--- src/rtl/sdram_bridge_scheduler_if.sv ---
// Bundle of signals between the requesters, the scheduler and the 128-bit SDRAM bridge.
// The scheduler connects through the slave modport. The requester/bridge side connects through the master modport.
interface sdram_bridge_scheduler_if #(
  parameter int NUM_REQ = 4
);
  // Requester side
  logic [NUM_REQ-1:0]     req_rd;
  logic [NUM_REQ-1:0]     req_wr;
  logic [NUM_REQ-1:0]     req_lock;
  logic [NUM_REQ*22-1:0]  req_addr;
  logic [NUM_REQ*128-1:0] req_wrdata;
  logic [NUM_REQ*16-1:0]  req_be;
  logic [NUM_REQ-1:0]     req_wait;
  logic [NUM_REQ-1:0]     req_ac;
  logic [127:0]           req_rddata;

  // Bridge side
  logic [25:0]            bridge_address;
  logic [15:0]            bridge_byte_enable;
  logic                   bridge_read;
  logic                   bridge_write;
  logic [127:0]           bridge_write_data;
  logic                   bridge_acknowledge;
  logic [127:0]           bridge_read_data;

  modport slave (
    input  req_rd, req_wr, req_lock, req_addr, req_wrdata, req_be,
    input  bridge_acknowledge, bridge_read_data,
    output req_wait, req_ac, req_rddata,
    output bridge_address, bridge_byte_enable, bridge_read, bridge_write, bridge_write_data
  );

  modport master (
    output req_rd, req_wr, req_lock, req_addr, req_wrdata, req_be,
    output bridge_acknowledge, bridge_read_data,
    input  req_wait, req_ac, req_rddata,
    input  bridge_address, bridge_byte_enable, bridge_read, bridge_write, bridge_write_data
  );
endinterface

--- src/rtl/sdram_bridge_scheduler.sv ---
// Shares the single 128-bit SDRAM bridge port among NUM_REQ requesters.
// Until SD init is done, only INIT_IDX is served. After that, URGENT_IDX (audio) has strict priority.
// The other requesters are served round-robin, and a requester may hold a bounded burst lock.
// A sticky flag reports any bridge operation that waits too long for its acknowledge.
module sdram_bridge_scheduler #(
  parameter int NUM_REQ    = 4,
  parameter int INIT_IDX   = 0,
  parameter int URGENT_IDX = 2,
  parameter int MAX_BURST  = 8,
  parameter int TIMEOUT    = 4095
) (
  input  logic clk,
  input  logic reset_n,
  input  logic init_done,
  output logic timeout_err,
  sdram_bridge_scheduler_if.slave bus
);

  localparam int                 IDX_W       = (NUM_REQ > 1) ? $clog2(NUM_REQ) : 1;
  localparam int                 TO_W        = $clog2(TIMEOUT + 1);
  localparam logic [NUM_REQ-1:0] ONE_HOT0    = NUM_REQ'(1);
  localparam logic [NUM_REQ-1:0] INIT_MASK   = ONE_HOT0 << INIT_IDX;
  localparam logic [IDX_W-1:0]   URGENT_L    = IDX_W'(URGENT_IDX);
  localparam logic [IDX_W-1:0]   LAST_IDX    = IDX_W'(NUM_REQ - 1);
  localparam logic [7:0]         MAX_BURST_L = 8'(MAX_BURST);
  localparam logic [TO_W-1:0]    TO_LAST     = TO_W'(TIMEOUT - 1);

  typedef enum logic [1:0] {IDLE, ISSUE, DONE} state_t;

  state_t               state_q;
  logic [IDX_W-1:0]     winner_q;
  logic [IDX_W-1:0]     rr_ptr_q;
  logic [IDX_W-1:0]     lock_idx_q;
  logic                 lock_valid_q;
  logic [7:0]           burst_cnt_q;
  logic [TO_W-1:0]      to_cnt_q;
  logic                 timeout_err_q;
  logic                 bridge_read_q;
  logic                 bridge_write_q;
  logic [25:0]          addr_q;
  logic [127:0]         wdata_q;
  logic [15:0]          be_q;
  logic [NUM_REQ-1:0]   req_wait_q;
  logic [NUM_REQ-1:0]   req_ac_q;
  logic [127:0]         rddata_q;

  logic [NUM_REQ-1:0]   eligible;
  logic                 lock_ok;
  logic                 pick_valid;
  logic [IDX_W-1:0]     pick_idx;
  logic [IDX_W-1:0]     cand;
  logic                 sel_rd;
  logic                 sel_wr;
  logic [21:0]          sel_addr;
  logic [127:0]         sel_wdata;
  logic [15:0]          sel_be;

  // Choose the next winner: a locked holder first, then audio, then round-robin after the last served requester.
  always_comb begin
    eligible = bus.req_rd | bus.req_wr;
    if (!init_done) begin
      eligible = eligible & INIT_MASK;
    end
    lock_ok = lock_valid_q && (burst_cnt_q < MAX_BURST_L) && eligible[lock_idx_q] &&
              !(eligible[URGENT_IDX] && (lock_idx_q != URGENT_L));
    pick_valid = 1'b0;
    pick_idx   = '0;
    cand       = '0;
    if (lock_ok) begin
      pick_valid = 1'b1;
      pick_idx   = lock_idx_q;
    end else if (eligible[URGENT_IDX]) begin
      pick_valid = 1'b1;
      pick_idx   = URGENT_L;
    end else begin
      for (int k = 1; k <= NUM_REQ; k++) begin
        cand = IDX_W'((int'(rr_ptr_q) + k) % NUM_REQ);
        if (!pick_valid && eligible[cand]) begin
          pick_valid = 1'b1;
          pick_idx   = cand;
        end
      end
    end
  end

  // Route the candidate winner's command, address, data and byte enables to the bridge registers.
  always_comb begin
    sel_rd    = 1'b0;
    sel_wr    = 1'b0;
    sel_addr  = '0;
    sel_wdata = '0;
    sel_be    = '0;
    for (int i = 0; i < NUM_REQ; i++) begin
      if (pick_idx == IDX_W'(i)) begin
        sel_rd    = bus.req_rd[i];
        sel_wr    = bus.req_wr[i];
        sel_addr  = bus.req_addr[22*i +: 22];
        sel_wdata = bus.req_wrdata[128*i +: 128];
        sel_be    = bus.req_be[16*i +: 16];
      end
    end
  end

  // Scheduler FSM: latch a winner, hold the bridge strobe until ack, then pulse completion and update arbitration state.
  always_ff @(posedge clk or negedge reset_n) begin
    if (!reset_n) begin
      state_q        <= IDLE;
      winner_q       <= '0;
      rr_ptr_q       <= LAST_IDX;
      lock_idx_q     <= '0;
      lock_valid_q   <= 1'b0;
      burst_cnt_q    <= '0;
      to_cnt_q       <= '0;
      timeout_err_q  <= 1'b0;
      bridge_read_q  <= 1'b0;
      bridge_write_q <= 1'b0;
      addr_q         <= '0;
      wdata_q        <= '0;
      be_q           <= '0;
      req_wait_q     <= '1;
      req_ac_q       <= '0;
      rddata_q       <= '0;
    end else begin
      case (state_q)
        IDLE: begin
          if (pick_valid) begin
            state_q        <= ISSUE;
            winner_q       <= pick_idx;
            bridge_write_q <= sel_wr;
            bridge_read_q  <= sel_rd & ~sel_wr;
            addr_q         <= {sel_addr, 4'b0000};
            wdata_q        <= sel_wdata;
            be_q           <= sel_be;
            req_wait_q     <= ~(ONE_HOT0 << pick_idx);
            to_cnt_q       <= '0;
          end
        end
        ISSUE: begin
          if (bus.bridge_acknowledge) begin
            state_q        <= DONE;
            bridge_read_q  <= 1'b0;
            bridge_write_q <= 1'b0;
            req_ac_q       <= ONE_HOT0 << winner_q;
            rddata_q       <= bus.bridge_read_data;
          end else begin
            if (to_cnt_q == TO_LAST) begin
              timeout_err_q <= 1'b1;
            end else begin
              to_cnt_q <= to_cnt_q + TO_W'(1);
            end
          end
        end
        DONE: begin
          state_q      <= IDLE;
          req_ac_q     <= '0;
          req_wait_q   <= '1;
          if (winner_q != URGENT_L) begin
            rr_ptr_q <= winner_q;
          end
          lock_idx_q   <= winner_q;
          lock_valid_q <= bus.req_lock[winner_q];
          if (!bus.req_lock[winner_q]) begin
            burst_cnt_q <= '0;
          end else if (winner_q != lock_idx_q) begin
            burst_cnt_q <= 8'd1;
          end else if (burst_cnt_q != 8'hFF) begin
            burst_cnt_q <= burst_cnt_q + 8'd1;
          end
        end
        default: state_q <= IDLE;
      endcase
    end
  end

  assign bus.bridge_read        = bridge_read_q;
  assign bus.bridge_write       = bridge_write_q;
  assign bus.bridge_address     = addr_q;
  assign bus.bridge_write_data  = wdata_q;
  assign bus.bridge_byte_enable = be_q;
  assign bus.req_wait           = req_wait_q;
  assign bus.req_ac             = req_ac_q;
  assign bus.req_rddata         = rddata_q;
  assign timeout_err            = timeout_err_q;

endmodule

--- src/flat_wrapper.sv ---
// flat-port wrapper written by rule: the top's interface ports become plain ports
module sdram_bridge_scheduler_flat 
#(
  parameter int NUM_REQ    = 4,
  parameter int INIT_IDX   = 0,
  parameter int URGENT_IDX = 2,
  parameter int MAX_BURST  = 8,
  parameter int TIMEOUT    = 4095
)
  (clk, reset_n, init_done, timeout_err, bus_req_rd, bus_req_wr, bus_req_lock, bus_req_addr, bus_req_wrdata, bus_req_be, bus_bridge_acknowledge, bus_bridge_read_data, bus_req_wait, bus_req_ac, bus_req_rddata, bus_bridge_address, bus_bridge_byte_enable, bus_bridge_read, bus_bridge_write, bus_bridge_write_data);
  sdram_bridge_scheduler_if #(.NUM_REQ(NUM_REQ)) bus_i ();
  input  logic clk;
  input  logic reset_n;
  input  logic init_done;
  output logic timeout_err;
  input wire logic [$bits(bus_i.req_rd)-1:0] bus_req_rd;
  input wire logic [$bits(bus_i.req_wr)-1:0] bus_req_wr;
  input wire logic [$bits(bus_i.req_lock)-1:0] bus_req_lock;
  input wire logic [$bits(bus_i.req_addr)-1:0] bus_req_addr;
  input wire logic [$bits(bus_i.req_wrdata)-1:0] bus_req_wrdata;
  input wire logic [$bits(bus_i.req_be)-1:0] bus_req_be;
  input wire logic [$bits(bus_i.bridge_acknowledge)-1:0] bus_bridge_acknowledge;
  input wire logic [$bits(bus_i.bridge_read_data)-1:0] bus_bridge_read_data;
  output wire logic [$bits(bus_i.req_wait)-1:0] bus_req_wait;
  output wire logic [$bits(bus_i.req_ac)-1:0] bus_req_ac;
  output wire logic [$bits(bus_i.req_rddata)-1:0] bus_req_rddata;
  output wire logic [$bits(bus_i.bridge_address)-1:0] bus_bridge_address;
  output wire logic [$bits(bus_i.bridge_byte_enable)-1:0] bus_bridge_byte_enable;
  output wire logic [$bits(bus_i.bridge_read)-1:0] bus_bridge_read;
  output wire logic [$bits(bus_i.bridge_write)-1:0] bus_bridge_write;
  output wire logic [$bits(bus_i.bridge_write_data)-1:0] bus_bridge_write_data;
  assign bus_i.req_rd = bus_req_rd;
  assign bus_i.req_wr = bus_req_wr;
  assign bus_i.req_lock = bus_req_lock;
  assign bus_i.req_addr = bus_req_addr;
  assign bus_i.req_wrdata = bus_req_wrdata;
  assign bus_i.req_be = bus_req_be;
  assign bus_i.bridge_acknowledge = bus_bridge_acknowledge;
  assign bus_i.bridge_read_data = bus_bridge_read_data;
  assign bus_req_wait = bus_i.req_wait;
  assign bus_req_ac = bus_i.req_ac;
  assign bus_req_rddata = bus_i.req_rddata;
  assign bus_bridge_address = bus_i.bridge_address;
  assign bus_bridge_byte_enable = bus_i.bridge_byte_enable;
  assign bus_bridge_read = bus_i.bridge_read;
  assign bus_bridge_write = bus_i.bridge_write;
  assign bus_bridge_write_data = bus_i.bridge_write_data;
  sdram_bridge_scheduler #(.NUM_REQ(NUM_REQ), .INIT_IDX(INIT_IDX), .URGENT_IDX(URGENT_IDX), .MAX_BURST(MAX_BURST), .TIMEOUT(TIMEOUT)) u_core (.clk(clk), .reset_n(reset_n), .init_done(init_done), .timeout_err(timeout_err), .bus(bus_i));
endmodule
--- config.mk ---
export PLATFORM = sky130hd
export DESIGN_NAME = sdram_bridge_scheduler_flat
export DESIGN_NICKNAME = d
export VERILOG_FILES = /design/src/rtl/sdram_bridge_scheduler_if.sv /design/src/rtl/sdram_bridge_scheduler.sv /design/src/flat_wrapper.sv
export SDC_FILE = /design/constraint.sdc
export NUM_CORES = 1
export LEC_CHECK = 0
export BUFFER_PORTS_ARGS = -buffer_cell sky130_fd_sc_hd__buf_2
export CAP_MARGIN = 30
export CORE_AREA = 2 2 434 436
export DETAILED_ROUTE_END_ITERATION = 16
export DIE_AREA = 0 0 436 438
export PLACE_DENSITY = 0.3
export SYNTH_ARGS = -nofsm -noshare
export SYNTH_HDL_FRONTEND = slang
export SYNTH_SLANG_ARGS = --single-unit
export TNS_END_PERCENT = 20
--- constraint.sdc ---
create_clock -name clk -period 3.2 [get_ports clk]
set_clock_uncertainty 0.15 [all_clocks]
set_input_delay 0.32 -clock clk [delete_from_list [all_inputs] [get_ports clk]]
set_output_delay 0.32 -clock clk [all_outputs]
set_load 0.1 [all_outputs]
# == Word-level counts from Yosys, hierarchy flattened ==
# Cells that the tools add are included.
# totals
output_inout_bits,309
register_bits,334
# op_classes
n_eq_ne,15
n_reduce_logical,26
order_cmp,7
n_addsub,6
n_shift,2
bitwise_logic,5
mux,70
# ops
operator,count
two-way mux 128 bit,4
two-way mux 22 bit,4
two-way mux 16 bit,4
two-way mux 12 bit,3
two-way mux 1 bit,29
two-way mux 8 bit,3
case mux 12 bit (2 select lines),1
less-than comparator 2 x 3 -> 1 bit (second input constant),6
two-way mux 2 bit,8
case mux 4 bit (2 select lines),2
AND reduction 2 bit,7
adder 12 x 1 -> 12 bit (second input constant),1
binary-select mux 1 bit (select 2 bit),6
== test 12 bit (second input constant),1
two-way mux 4 bit,3
inequality test 2 bit (second input constant),5
adder 8 x 1 -> 8 bit (second input constant),1
less-than comparator 8 x 4 -> 1 bit (second input constant),1
inequality test 8 bit (second input constant),1
<< shifter 1 x 2 -> 4 bit (first input constant),2
logical AND 1 bit,7
== test 2 bit (second input constant),3
AND reduction 3 bit,2
nonzero test 2 bit,3
other kinds (15),24

# == Longest topological paths before layout ==
# logic_depth
word_depth,31
mapped_depth,11
depth_no_buf,8

# == Least setup slack after synthesis ==
# No wires, ideal clock.
# synth_path
kind,register to register
start,register u_core.lock_idx_q[0]
end,register u_core.wdata_q[100] (netlist: u_core.bus.bridge_write_data[100])
setup_time_ns,0.129
arrival_time_ns,2.214
n_path_buf,3
t_required_ns,2.921
path_slack_ns,0.707
stages_incl_launch_ff,10
cell_sequence,dfrtp_1 buf_2 o21bai_1 a211o_1 a21oi_1 mux2_2 buf_4 buf_6 a221oi_2 o22ai_1
# synth_via
elab_chain_len,10
elab_cells_between_ends,18
cone_classes,4 x eq/ne; 8 x mux; 6 x reduce/logical
# synth_rtl
item,line,rtl
"start, declared",sdram_bridge_scheduler.sv:33,logic [IDX_W-1:0] lock_idx_q;
"start signal, assigned",sdram_bridge_scheduler.sv:160,lock_idx_q <= winner_q;
binary-select mux 1 bit (select 2 bit) / inequality test 2 bit (equally long branches),"sdram_bridge_scheduler.sv:64, sdram_bridge_scheduler.sv:65",
two-way mux 1 bit (not written as such) / logical AND 1 bit (equally long branches),"sdram_bridge_scheduler.sv:64, sdram_bridge_scheduler.sv:65",
logical AND 1 bit / zero test 1 bit (equally long branches),"sdram_bridge_scheduler.sv:64, sdram_bridge_scheduler.sv:65",
logical AND 1 bit,sdram_bridge_scheduler.sv:64,lock_ok = lock_valid_q && (burst_cnt_q < MAX_BURST_L) && eligible[lock_idx_q] &&
two-way mux 2 bit,sdram_bridge_scheduler.sv:69,if (lock_ok) begin
zero test 2 bit,sdram_bridge_scheduler.sv:94,if (pick_idx == IDX_W'(i)) begin
two-way mux 128 bit (4 in a row),sdram_bridge_scheduler.sv:94,
"end signal, assigned",sdram_bridge_scheduler.sv:132,wdata_q <= sel_wdata;
"end, declared",sdram_bridge_scheduler.sv:41,logic [127:0] wdata_q;
# Parallel ways exist; a longest one is shown, timed or not. The select of a mux whose other input is x is not followed.
# A chain may end at the register's enable or synchronous reset.

# == Final worst setup path ==
# layout_path
start,register u_core.lock_idx_q[0]
end,register u_core.wdata_q[106] (netlist: u_core.bus.bridge_write_data[106])
# The elaborated chain is that of the path after synthesis.

==> flow_summary_export.csv <==
group,metric,value,unit
setup_path,start_kind,"flip-flop",
worst_hold_path,min_from,"bus_req_wrdata[76]",
floorplanning,io_pins,1117,
logic_synthesis,postSynthAreaPerCell,10.6,sq um
clocking,cts-root-buf,"clkbuf_16",
drt,drt_first_pass_iters,5,
floorplanning,start_util,9.47,%
global_routing,grt.busiest_layer,"met2",
power_and_ir_drop,leakage,15.7,nW
flow_run,maxCapViolations,0,
logic_synthesis,synthesis.area,17700,sq um
sta,finalMaxSlewViolations,0,
logic_synthesis,synth-async-reset-ratio,100,%
floorplanning,chipWidth,436,um
worst_hold_path,timing.hold.worst_path_depth,3,
outcome,status,"finished, violations left",
floorplanning,fp.dieH,438,um
cells_and_area,fin_nets,4399,
clocking,clock_sinks,334,
logic_synthesis,synth_common_cells,"dfrtp_1 (328), o21ai_0 (145), mux2_2 (132), nor2_1 (130), a221oi_2 (118)",
sta,hold_slack,-0.00118,ns
logic_synthesis,synth_top_area_share,46.4,%
clocking,htree_num_levels,2,
setup_path,crit_buf_inv,2,
sta,finalCritPeriodShare,95.7,%
floorplanning,num_rows,159,
sta,fmax,326,MHz
setup_path,worstPathCellList,"o21bai_1, a211o_1, a21o_2, mux2_4, buf_4, o221ai_1, dlygate4sd3_1, o211ai_1",
setup_path,crit_required,3.58,ns
setup_path,critPathMaxStageDelay,0.58,ns
setup_path,reg2reg_to,"u_core.bus.bridge_write_data[106]",
setup_path,startpoint,"u_core.lock_idx_q[0]",
drt,routedWlPerCell,24.2,um
global_routing,grt_max_degree,73,
global_routing,grt_pass1_wl,201,mm
setup_path,crit_fanout,10,
global_routing,grt_use_met1,17.5,%
place,gp_congestion,0.894,
setup_path,critPathKind,"reg -> reg",
outcome,violations,"hold timing",
clocking,clock_latency,0.68,ns
place,post-dp-hpwl,116,mm
logic_synthesis,synth_ff_type,"dfrtp_1",
drt,vias,22704,
drt,viasPerCell,3.70,
floorplanning,core-area,187000,sq um
setup_path,r2r_cells,8,
logic_synthesis,synth_area_leaders,"dfrtp_1 (46%), a221oi_2 (10%), mux2_2 (8.4%), o21ai_0 (4.1%), o22ai_1 (3.7%)",
setup_path,cp-end-kind,"flip-flop",
logic_synthesis,synth_seq_cells,334,
logic_synthesis,yosysMostFrequentCell,"dfrtp_1",
power_and_ir_drop,power.total,41.8,mW
cells_and_area,drive_gt1_share,44.0,%
global_routing,grt_use_met2,26.6,%
clocking,cts_buffers,51,
global_routing,grt_usage,14.9,%
drt,drt_iter0_markers,1232,
logic_synthesis,yosysUniqueCellTypes,65,
power_and_ir_drop,p_per_area,1140,nW/um^2
logic_synthesis,synthCells,1672,
clocking,clockBufferDepth,3,
cells_and_area,syn2layout_area_growth,108,%
setup_path,path_delay_family,"compound AO/OA/AOI/OAI gates",
floorplanning,dieArea,191000,sq um
cells_and_area,fin_util,19.7,%
setup_path,cp_slowest_cell,"dlygate4sd3_1",
sta,hold_violations,1,
power_and_ir_drop,worst_ir_drop_vdd,0.722,mV
setup_path,r2r_slack,0.14,ns
global_routing,grt_pass1_vias,24613,
worst_hold_path,holdPathEnd,"u_core.bus.bridge_write_data[76]",
sta,rsz0062_at_grt,"no",
logic_synthesis,ys_seq_area_share,47.3,%
logic_synthesis,ys_warn_count,0,
logic_synthesis,yosysTopAreaCell,"dfrtp_1",
global_routing,grt.overflow.total,0,
sta,final.min_clock_period,3.06,ns
clocking,cts_tree,"built",
drt,ant_nets,0,
global_routing,antenna_found_initial,53,
place,port-buffer-count,1112,
global_routing,met3_usage,3.31,%
setup_path,arrival,3.44,ns
setup_path,r2r-start,"u_core.lock_idx_q[0]",
drt,drc,0,
logic_synthesis,synth-edff-count,0,
drt,wl,149,mm
sta,setup_viol,0,
clocking,clk_pin_slew,0.06,ns
sta,max_slew.worst_pin.slew,0.908,ns
worst_hold_path,hold_class,"in -> reg",
sta,slew-limit-headroom,39.5,%
==> repair_timing <==
item	CTS	global route
hold buffers	799	0
buffers inserted	0	2
resized for setup	0	2
endpoints found under the setup margin	0	15
hold endpoints to repair	398	0
==> registers in the layout, summed over array words and instances (netlist names) <==
name / count
u_core.bus.req_wait: 4
u_core.bus.bridge_address: 22
u_core.to_cnt_q: 12
u_core.bus.bridge_write: 1
u_core.bus.req_rddata: 128
u_core.winner_q: 2
u_core.rr_ptr_q: 2
u_core.timeout_err: 1
u_core.bus.bridge_byte_enable: 16
u_core.bus.bridge_write_data: 128
u_core.bus.bridge_read: 1
u_core.lock_valid_q: 1
u_core.bus.req_ac: 4
u_core.burst_cnt_q: 8
u_core.lock_idx_q: 2
u_core.state_q: 2
==> how the worst max path moves through the flow <==
stage	end	slack [ns]	cells past startpoint
2_1_floorplan	u_core.bus.bridge_write_data[100]	0.71	9
3_5_place_dp	u_core.bus.bridge_write_data[76]	-0.13	8
3_3_place_gp	u_core.bus.bridge_write_data[76]	-0.14	8
4_1_cts	u_core.bus.bridge_write_data[59]	0.04	8
6_report	u_core.bus.bridge_write_data[106]	0.14	8
5_1_grt	u_core.bus.bridge_write_data[106]	0.04	8
==> layout make-up <==
type                    count  area [sq um]
fillers                 21044        150000
repair buffers           2033         14900
multi-input cells        1160          8510
flip-flops and latches    334          8370
well taps                2495          3120
clock buffers              75          1500
clock inverters            17           251
diodes                     22          55.1
inverters                   8          32.5
==> where the power goes <==
group	leakage (nW)	switching [mW]	internal, mW	total (mW)
sequential	3.94	1.27	6.34	7.61
combinational	10.9	22.1	5.96	28.1
clock	0.853	2.55	3.56	6.12
total	15.7	26.0	15.9	41.8
==> cells by family (layout without fill, tap and decap cells) <==
logic type	after synthesis	count (layout)	share of synthesized area [%]
AO/OA/AOI/OAI	654	654	28.8
AND/OR/NAND/NOR	353	353	9.40
flip-flops	334	334	47.3
buffers and inverters	181	2133	5.01
multiplexers	134	134	8.60
XOR/XNOR	11	11	0.545
adder cells (fa/ha/maj)	4	4	0.269
other	1	26	0.0212
==> tightest hold or removal path, cell delays in order <==
cell and delay [ns]:
buf_2 0.08, o221ai_1 0.24, nand3_1 0.16
==> metal layers <==
layer	up-vias	share of wire, %
li1	10288	-
met1	11343	40
met2	840	51
met3	197	5.7
met4	36	3.0
met5	-	0.15
==> metrics by stage <==
stage / instance area, sq um / worst slack [ns] / TNS (ns) / hold slack (ns) / instances
2_1_floorplan: 17700 / 0.707 / 0 / -0.126 / 1675
3_3_place_gp: 26900 / -0.144 / -0.235 / 0.207 / 5229
3_5_place_dp: 26900 / -0.128 / -0.223 / 0.202 / 5229
4_1_cts: 36700 / 0.0428 / 0 / 0.00128 / 6120
5_1_grt: 36700 / 0.0400 / 0 / 0.0539 / 6140
6_report: 36700 / 0.136 / 0 / -0.00118 / 6144
==> cells in the final DEF, fill, tap and decap left out, types with 5 or more instances in the layout <==
cell / Yosys / layout
a221oi_2: 118 / 118
dfrtp_1: 328 / 328
and3_1: 6 / 6
clkbuf_1: 97 / 11
a31oi_1: 45 / 45
nor2_1: 130 / 130
o22ai_1: 104 / 104
o21ai_1: 13 / 13
nand2b_1: 6 / 6
or2_2: 5 / 5
dfstp_2: 6 / 6
nand2_1: 43 / 43
buf_4: 15 / 90
xor2_1: 7 / 7
buf_2: 36 / 1111
o211ai_1: 31 / 31
inv_1: 8 / 7
mux2_2: 132 / 130
clkbuf_16: 0 / 51
o221ai_1: 43 / 43
a21oi_1: 113 / 112
clkinv_2: 0 / 8
o31ai_1: 8 / 8
o21ai_0: 145 / 144
nand3_1: 92 / 92
buf_12: 0 / 32
diode_2: 0 / 22
nor3_1: 10 / 10
and2_1: 45 / 45
clkbuf_8: 0 / 13
dlygate4sd3_1: 0 / 799
(Power assumes the default switching activity.)
